`config.mk`:
```
export PLATFORM = sky130hd
export DESIGN_NAME = cbus_arbiter
export DESIGN_NICKNAME = d
export VERILOG_FILES = /design/src/rtl/cbus_arbiter.sv
export SDC_FILE = /design/constraint.sdc
export NUM_CORES = 1
export LEC_CHECK = 0
export CAP_MARGIN = 20
export CORE_AREA = 4 4 134 136
export DETAILED_ROUTE_END_ITERATION = 7
export DIE_AREA = 0 0 138 140
export MAX_ROUTING_LAYER = met4
export PLACE_DENSITY_LB_ADDON = 0.1
export SLEW_MARGIN = 5
export SYNTH_ARGS = -nofsm -noshare
export SYNTH_HDL_FRONTEND = slang
export SYNTH_SLANG_ARGS = --single-unit
export TNS_END_PERCENT = 5
```
`constraint.sdc`:
```
create_clock -name clk -period 1.25 [get_ports clk]
set_input_delay 0.25 -clock clk [delete_from_list [all_inputs] [get_ports clk]]
set_output_delay 0.25 -clock clk [all_outputs]
set_load 0.01 [all_outputs]
```
`src/rtl/cbus_arbiter.sv`:
```
// N-to-1 CBus arbiter; round-robin, or fixed lowest-index priority when CBUS_ARB_FIXED_PRIO_EN is defined.
// Latency: 1 cycle from request valid to oreq.valid; grant is held until ready&&last or master abort.
// Backpressure: purely combinational passthrough of oresp to the owner; losers see ready=0.
package cbus_pkg;
    typedef struct packed {
        logic        valid;
        logic        is_write;
        logic [2:0]  size;
        logic [31:0] addr;
        logic [3:0]  strobe;
        logic [31:0] data;
        logic [7:0]  len;
        logic [1:0]  burst;
    } cbus_req_t;

    typedef struct packed {
        logic        ready;
        logic        last;
        logic [31:0] data;
    } cbus_resp_t;
endpackage

module cbus_arbiter
    import cbus_pkg::*;
#(
    parameter int NUM_MASTERS = 2,
    parameter int IDX_W       = $clog2(NUM_MASTERS)
) (
    input  logic       clk,
    input  logic       reset,
    input  cbus_req_t  ireqs  [NUM_MASTERS],
    output cbus_resp_t iresps [NUM_MASTERS],
    output cbus_req_t  oreq,
    input  cbus_resp_t oresp
);

    typedef enum logic {IDLE = 1'b0, BUSY = 1'b1} state_t;

    state_t           state, state_nxt;
    logic [IDX_W-1:0] sel, sel_nxt;
    logic [IDX_W-1:0] rr_ptr;
    logic [IDX_W-1:0] winner;
    logic             any_valid;

    // Scan from rr_ptr upwards with wrap; with rr_ptr tied to 0 this is lowest-index priority.
    always_comb begin
        int idx;
        winner    = '0;
        any_valid = 1'b0;
        idx       = 0;
        for (int k = 0; k < NUM_MASTERS; k++) begin
            idx = int'(rr_ptr) + k;
            if (idx >= NUM_MASTERS) idx = idx - NUM_MASTERS;
            if (!any_valid && ireqs[idx].valid) begin
                winner    = IDX_W'(idx);
                any_valid = 1'b1;
            end
        end
    end

`ifndef CBUS_ARB_FIXED_PRIO_EN
    logic [IDX_W-1:0] rr_nxt;
`endif

    always_comb begin
        state_nxt = state;
        sel_nxt   = sel;
`ifndef CBUS_ARB_FIXED_PRIO_EN
        rr_nxt    = rr_ptr;
`endif
        oreq      = '0;
        for (int i = 0; i < NUM_MASTERS; i++) iresps[i] = '0;
        case (state)
            IDLE: begin
                if (any_valid) begin
                    sel_nxt   = winner;
                    state_nxt = BUSY;
                end
            end
            BUSY: begin
                oreq         = ireqs[sel];
                iresps[sel]  = oresp;
                // A dropped valid is an abort and releases the bus just like a final beat.
                if (!ireqs[sel].valid || (oresp.ready && oresp.last)) begin
                    state_nxt = IDLE;
`ifndef CBUS_ARB_FIXED_PRIO_EN
                    rr_nxt    = (sel == IDX_W'(NUM_MASTERS - 1)) ? '0 : sel + 1'b1;
`endif
                end
            end
            default: state_nxt = IDLE;
        endcase
    end

    always_ff @(posedge clk) begin
        if (reset) begin
            state <= IDLE;
            sel   <= '0;
        end else begin
            state <= state_nxt;
            sel   <= sel_nxt;
        end
    end

`ifdef CBUS_ARB_FIXED_PRIO_EN
    assign rr_ptr = '0;
`else
    always_ff @(posedge clk) begin
        if (reset) rr_ptr <= '0;
        else       rr_ptr <= rr_nxt;
    end
`endif

`ifndef SYNTHESIS
    logic [NUM_MASTERS-1:0] ready_vec;
    always_comb begin
        ready_vec = '0;
        for (int i = 0; i < NUM_MASTERS; i++) ready_vec[i] = iresps[i].ready;
    end

    a_valid_busy: assert property (@(posedge clk) disable iff (reset) oreq.valid |-> state == BUSY);
    a_one_ready:  assert property (@(posedge clk) disable iff (reset) $onehot0(ready_vec));
`endif

endmodule

```
==> impl_metrics.py, run 1 <==
metrics = {
    "finish": {
        "multi_input_comb_area_mm2": 0.00169,
        "finalInstanceArea_mm2": 0.00570,
        "final_nets": 848,
        "regArea_um2": 65.1,
        "layout_common_cells": "201 x clkdlybuf4s50_1, 123 x buf_2, 84 x nor2_1, 80 x mux2i_1, 33 x and2_1",
        "syn2layout_area_growth_pct": 207,
        "n_antenna_cell": 0,
        "fillers": 1835,
        "final_layout_size_suffix_gt1_frac": 0.313,
        "final_common_cell": "clkdlybuf4s50_1",
        "fin_util": 0.336,
    },
    "floorplanning": {
        "fp.coreArea_mm2": 0.0169,
        "initial_core_util": 0.110,
        "die_w_um": 138,
        "dieHeight_um": 140,
        "io_pins": 353,
        "die_area_mm2": 0.0193,
        "fp-row-count": 48,
    },
    "synth": {
        "syn-num-nets": 484,
        "synthFlopType": "dfxtp_1",
        "yosys.area.top_type_share": 0.447,
        "ys_types": 18,
        "synthArstFlopShare": 0,
        "synth_edf_count": 0,
        "synth_area_leaders": "mux2i_1 45%, nor2_1 17%, and2_1 12%, and3_1 11%, dfxtp_1 3.2%",
        "synth_cells": 282,
        "synth_area_leader_cell": "mux2i_1",
        "synth_area_per_cell_um2": 6.59,
        "ys_ff_latch": 3,
        "netlist_area_mm2": 0.00186,
        "yosysWarnings": 0,
        "ys_seq_area_frac": 0.0323,
    },
    "status": {
        "status": "complete, but fails checks",
        "violations": "setup timing",
    },
    "pwr": {
        "switching_power_uw": 950,
        "seqPwrFrac": 0.042,
        "pwr-share-comb": 0.780,
        "power_leakage_uw": 0.00262,
        "p_int_uw": 1870,
        "switching_share": 0.337,
        "powerDensity_mw_per_mm2": 495,
        "ir_worst_vdd_mv": 0.343,
        "pwr-share-clk": 0.178,
    },
    "detailed_routing": {
        "via_count": 3417,
        "ant_nets": 0,
        "drt-pass1-iter-count": 4,
        "wl_per_cell_um": 16.0,
        "drtIter0Drc": 81,
        "drc_errors": 0,
        "via_per_inst": 3.93,
        "wirelength_um": 13900,
    },
    "timing": {
        "setup_ws_ns": -0.386,
        "finalHoldWorstSlack_ns": 0.531,
        "slew_headroom": 0.845,
        "finalSetupViolCount": 152,
        "clock.fmax_ghz": 0.611,
        "rsz0062_at_grt": "true",
        "hold_viol_final": 0,
        "skew_ns": 0.00103,
        "finalCriticalPeriod_ns": 1.64,
        "drv_slew": 0,
        "final.period_utilization": 1.31,
        "worst_pin_slew_ns": 0.233,
    },
    "global_route": {
        "antenna_found_initial": 0,
        "met1_usage": 0.146,
        "grt_pass1_vias": 3700,
        "grtUsageTotal": 0.139,
        "grt_pass1_wl_um": 21100,
        "overflow": 0,
        "busiest_layer": "met2",
        "met2_usage": 0.278,
        "grt_max_degree": 49,
        "grtUsageMet3": 0.0225,
    },
    "placed_design": {
        "io_buffers": 352,
        "hpwlAfterDp_um": 10900,
        "gp_congestion": 0.901,
        "place_area_mm2": 0.00572,
    },
    "clock_network": {
        "cts_tree": "yes",
        "cts_sinks": 3,
        "clkTransAtPathRegs_ns": 0.03,
        "cts_buffers": 3,
        "clockBufferDepth": 2,
        "cts_max_level": 1,
        "root_buffer": "clkbuf_16",
        "clock_latency_ns": 0.22,
    },
    "setup_path": {
        "cp_max_fo": 6,
        "ff2ff_path_depth": 8,
        "crit_path_end_kind": "output pin",
        "cp.required_ns": 1.00,
        "worstPathArrival_ns": 1.39,
        "worst-setup-path-type": "flip-flop to output pin",
        "critPathLaunchType": "flip-flop",
    },
    "hold_path": {
        "holdPathStages": 2,
        "hold_class": "flip-flop to flip-flop",
    },
    "flow_run": {
        "max_cap_violations": 0,
    },
}
==> area by class of cell <==
cell class,instances,share of cell area
timing repair buffer,388,0.628
multi-input combinational,248,0.296
tap,225,0.0494
clock buffer,4,0.0138
sequential,3,0.0114
inverter,2,0.00132
==> worst max-delay path: stages (launching register included) <==
cell,delay [ns]
dfxtp_4,0.37
buf_12,0.14
bufbuf_16,0.27
mux2i_1,0.18
nor2_1,0.06
buf_2,0.14
==> timing repair <==
item	4_1_cts	5_1_grt
hold buffers	0	0
pin swaps	4	5
cloned	9	0
setup buffers	10	2
gates resized for setup	612	12
setup endpoints to repair	152	152
==> power by group through the flow <==
stage	sequential, uW	combinational, uW	clock [uW]
detailed placement	124	2190	0
CTS	118	2210	512
global placement	122	2190	0
global route	120	2370	531
finish	118	2200	503
floorplan	112	771	0
==> synth_stat cells, types with 2 or more instances <==
| cell type | count |
|---|---|
| clkbuf_1 | 12 |
| nor2_1 | 84 |
| inv_1 | 2 |
| buf_2 | 4 |
| dfxtp_1 | 3 |
| and3_1 | 34 |
| buf_4 | 8 |
| nor2b_1 | 3 |
| o21ai_0 | 2 |
| mux2i_1 | 83 |
| and2_1 | 35 |
| nand2_1 | 2 |
| buf_1 | 5 |
==> state kept, by name (all words and copies together) (netlist names) <==
name    count
rr_ptr      1
sel         1
state       1
==> final timing paths <==
path,start,to,slack (ns)
worst max register to register,sel,state,-0.28
worst min register to register,rr_ptr,rr_ptr,0.53
worst min-delay path,rr_ptr,rr_ptr,0.53
worst max-delay path,sel,oreq[55],-0.39
==> metal layers <==
layer / part of all wire / vias to the layer above
li1: - / 1678
met1: 0.36 / 1548
met2: 0.57 / 187
met3: 0.063 / 4
met4: 0.0055 / 0
met5: 0 / -
==> stage by stage <==
stage	total power (uW)	instances	TNS (ns)	setup slack [ns]
floorplan	883	282	0	0.00288
global placement	2310	846	-65.27	-0.496
detailed placement	2310	846	-65.77	-0.493
CTS	2840	869	-46.34	-0.393
global route	3020	870	-55.44	-0.462
finish	2820	870	-45.77	-0.386
==> kinds of logic after synthesis <==
family                 after synthesis  share of synthesized area
and+or+nand+nor                    159                      0.420
DFF                                  3                     0.0323
buffers and inverters               31                     0.0815
muxes                               83                      0.447
AOI/OAI and AO/OA                    6                     0.0189
(Power assumes the default switching activity.)
==> inputs of run 2 (changes only) <==
--- a/config.mk
+++ b/config.mk
@@ -9,9 +9,9 @@
 export CORE_AREA = 4 4 134 136
 export DETAILED_ROUTE_END_ITERATION = 7
 export DIE_AREA = 0 0 138 140
+export GPL_TIMING_DRIVEN = 0
 export MAX_ROUTING_LAYER = met4
 export PLACE_DENSITY_LB_ADDON = 0.1
-export SLEW_MARGIN = 5
 export SYNTH_ARGS = -nofsm -noshare
 export SYNTH_HDL_FRONTEND = slang
 export SYNTH_SLANG_ARGS = --single-unit
==> impl_metrics.py, run 2 (synthesis gave the netlist of run 1 again) <==
metrics = {
    "setup_path": {
        "reg2reg_from": "sel",
        "regToRegEndpoint": "state",
        "crit_path_end_kind": "output pin",
        "worst-setup-path-type": "flip-flop to output pin",
        "cp_top_family": "buffers and inverters",
        "cp.required_ns": 1.00,
        "critical_path.max_stage_delay_ns": 0.42,
        "worstPathArrival_ns": 1.44,
        "crit_chain": "buf_12 -> buf_12 -> buf_12 -> mux2i_2 -> nor2_1 -> buf_2",
        "critPathLaunchType": "flip-flop",
        "cp_max_fo": 5,
        "cp_common_cell": "buf_12",
        "path_buf_inv": 4,
        "slowest_stage": "dfxtp_4",
        "r2r_slack_ns": 0.05,
        "ff2ff_path_depth": 4,
        "crit_start": "sel",
    },
    "finish": {
        "final_common_cell": "clkdlybuf4s50_1",
        "finalInstanceArea_mm2": 0.00571,
        "layout_common_cells": "201 x clkdlybuf4s50_1, 138 x buf_2, 84 x nor2_1, 78 x mux2i_1, 32 x and3_1",
        "syn2layout_area_growth_pct": 207,
        "largestRegisters": "rr_ptr x1, sel x1, state x1",
        "n_antenna_cell": 0,
        "final_nets": 859,
        "final_layout_size_suffix_gt1_frac": 0.326,
    },
    "placed_design": {
        "io_buffers": 352,
        "hpwlAfterDp_um": 11500,
        "gp_congestion": 0.917,
        "place_area_mm2": 0.00567,
    },
    "hold_path": {
        "holdPathStages": 2,
        "hold_class": "flip-flop to flip-flop",
        "hold_start": "rr_ptr",
        "hold_end": "rr_ptr",
    },
    "timing": {
        "setup_ws_ns": -0.440,
        "finalSetupViolCount": 151,
        "final.period_utilization": 1.35,
        "worst_pin_slew_ns": 0.189,
        "hold_viol_final": 0,
        "slew_headroom": 0.871,
        "drv_slew": 0,
        "skew_ns": 0.00180,
        "finalHoldWorstSlack_ns": 0.540,
        "finalCriticalPeriod_ns": 1.69,
        "rsz0062_at_grt": "true",
        "clock.fmax_ghz": 0.592,
    },
    "clock_network": {
        "cts_sinks": 3,
        "clockBufferDepth": 2,
        "cts_buffers": 3,
        "cts_max_level": 1,
        "cts_tree": "yes",
        "clkTransAtPathRegs_ns": 0.03,
        "clock_latency_ns": 0.23,
        "root_buffer": "clkbuf_16",
    },
    "global_route": {
        "grtUsageTotal": 0.138,
        "antenna_found_initial": 0,
        "overflow": 0,
        "grt_pass1_wl_um": 20900,
        "grt_pass1_vias": 3790,
        "grt_max_degree": 11,
    },
    "pwr": {
        "pwr-share-comb": 0.779,
        "ir_worst_vdd_mv": 0.294,
        "seqPwrFrac": 0.042,
        "p_int_uw": 1910,
        "power_leakage_uw": 0.00272,
        "switching_power_uw": 1000,
        "switching_share": 0.345,
        "powerDensity_mw_per_mm2": 511,
        "pwr-share-clk": 0.179,
    },
    "flow_run": {
        "max_cap_violations": 0,
    },
    "floorplanning": {
        "fp-row-count": 48,
        "dieHeight_um": 140,
        "fp.coreArea_mm2": 0.0169,
        "die_area_mm2": 0.0193,
        "initial_core_util": 0.110,
        "die_w_um": 138,
        "io_pins": 353,
    },
    "detailed_routing": {
        "via_count": 3470,
        "drc_errors": 0,
        "drt-pass1-iter-count": 4,
        "drtIter0Drc": 62,
        "via_per_inst": 3.94,
        "wirelength_um": 14300,
        "ant_nets": 0,
        "wl_per_cell_um": 16.3,
    },
    "status": {
        "violations": "setup timing",
        "status": "complete, but fails checks",
    },
}
[run 2: cell count changes in the layout (fill, tap and decap cells not counted), sizes merged]
cell / previous run / this run
bufbuf: 2 / 0
buf: 162 / 188
clkbuf: 4 / 13
dlygate4sd2: 0 / 1
clkdlybuf4s15: 23 / 0
[run 2: cell type report]
class | instances | area [um^2]
multi-input combinational | 248 | 1700
sequential | 3 | 65.1
fill | 1825 | 11200
buffer | 29 | 407
tap | 225 | 282
inverter | 2 | 7.51
timing repair buffer | 370 | 3170
clock buffer | 4 | 78.8
[run 2: routing by layer]
metal  vias to the layer above  track usage  part of all wire
met5                         -            -                 0
met4                         0       0.0499             0.035
li1                       1702            -                 -
met3                        26       0.0225             0.062
met1                      1537        0.136              0.35
met2                       205        0.273              0.55
[run 2: power by group through the flow]
stage          Clock [uW]  Combinational, uW  Sequential, uW
3_3_place_gp            0               2180             114
3_5_place_dp            0               2180             115
6_report              521               2270             123
5_1_grt               535               2440             125
4_1_cts               518               2240             121
2_1_floorplan           0                771             112
[run 2: metrics by stage]
| stage | worst slack, ns | util | std cells | power [uW] | setup TNS (ns) |
|---|---|---|---|---|---|
| 2_1_floorplan | 0.00288 | - | 282 | 883 | 0 |
| 3_3_place_gp | -0.980 | 0.335 | 859 | 2290 | -110.74 |
| 3_5_place_dp | -1.02 | 0.335 | 859 | 2290 | -111.96 |
| 4_1_cts | -0.518 | 0.335 | 876 | 2880 | -49.98 |
| 5_1_grt | -0.488 | 0.337 | 881 | 3100 | -56.73 |
| 6_report | -0.440 | 0.337 | 881 | 2910 | -48.31 |
[run 2: worst max path at each step]
stage,to,depth (start not counted),slack [ns]
after CTS,oreq[38],5,-0.52
after floorplan,oreq[10],4,0.003
after global placement,iresps[50],4,-0.98
after detailed placement,iresps[50],4,-1.02
final,oreq[45],6,-0.44
after global routing,oreq[45],6,-0.49
[run 2: what timing repair did]
action                                  4_1_cts  5_1_grt
gates cloned                                  7        3
gates resized for setup                     676       44
pin swaps                                     0        7
hold buffers                                  0        0
endpoints found under the setup margin      152      151
setup buffers                                 6        3
[run 2: tightest hold or removal path: cells and delay by family (launching register included)]
family / cells / cell delay, ns
flip-flops: 1 / 0.32
AND/OR/NAND/NOR: 1 / 0.09
AO/OA/AOI/OAI: 1 / 0.08
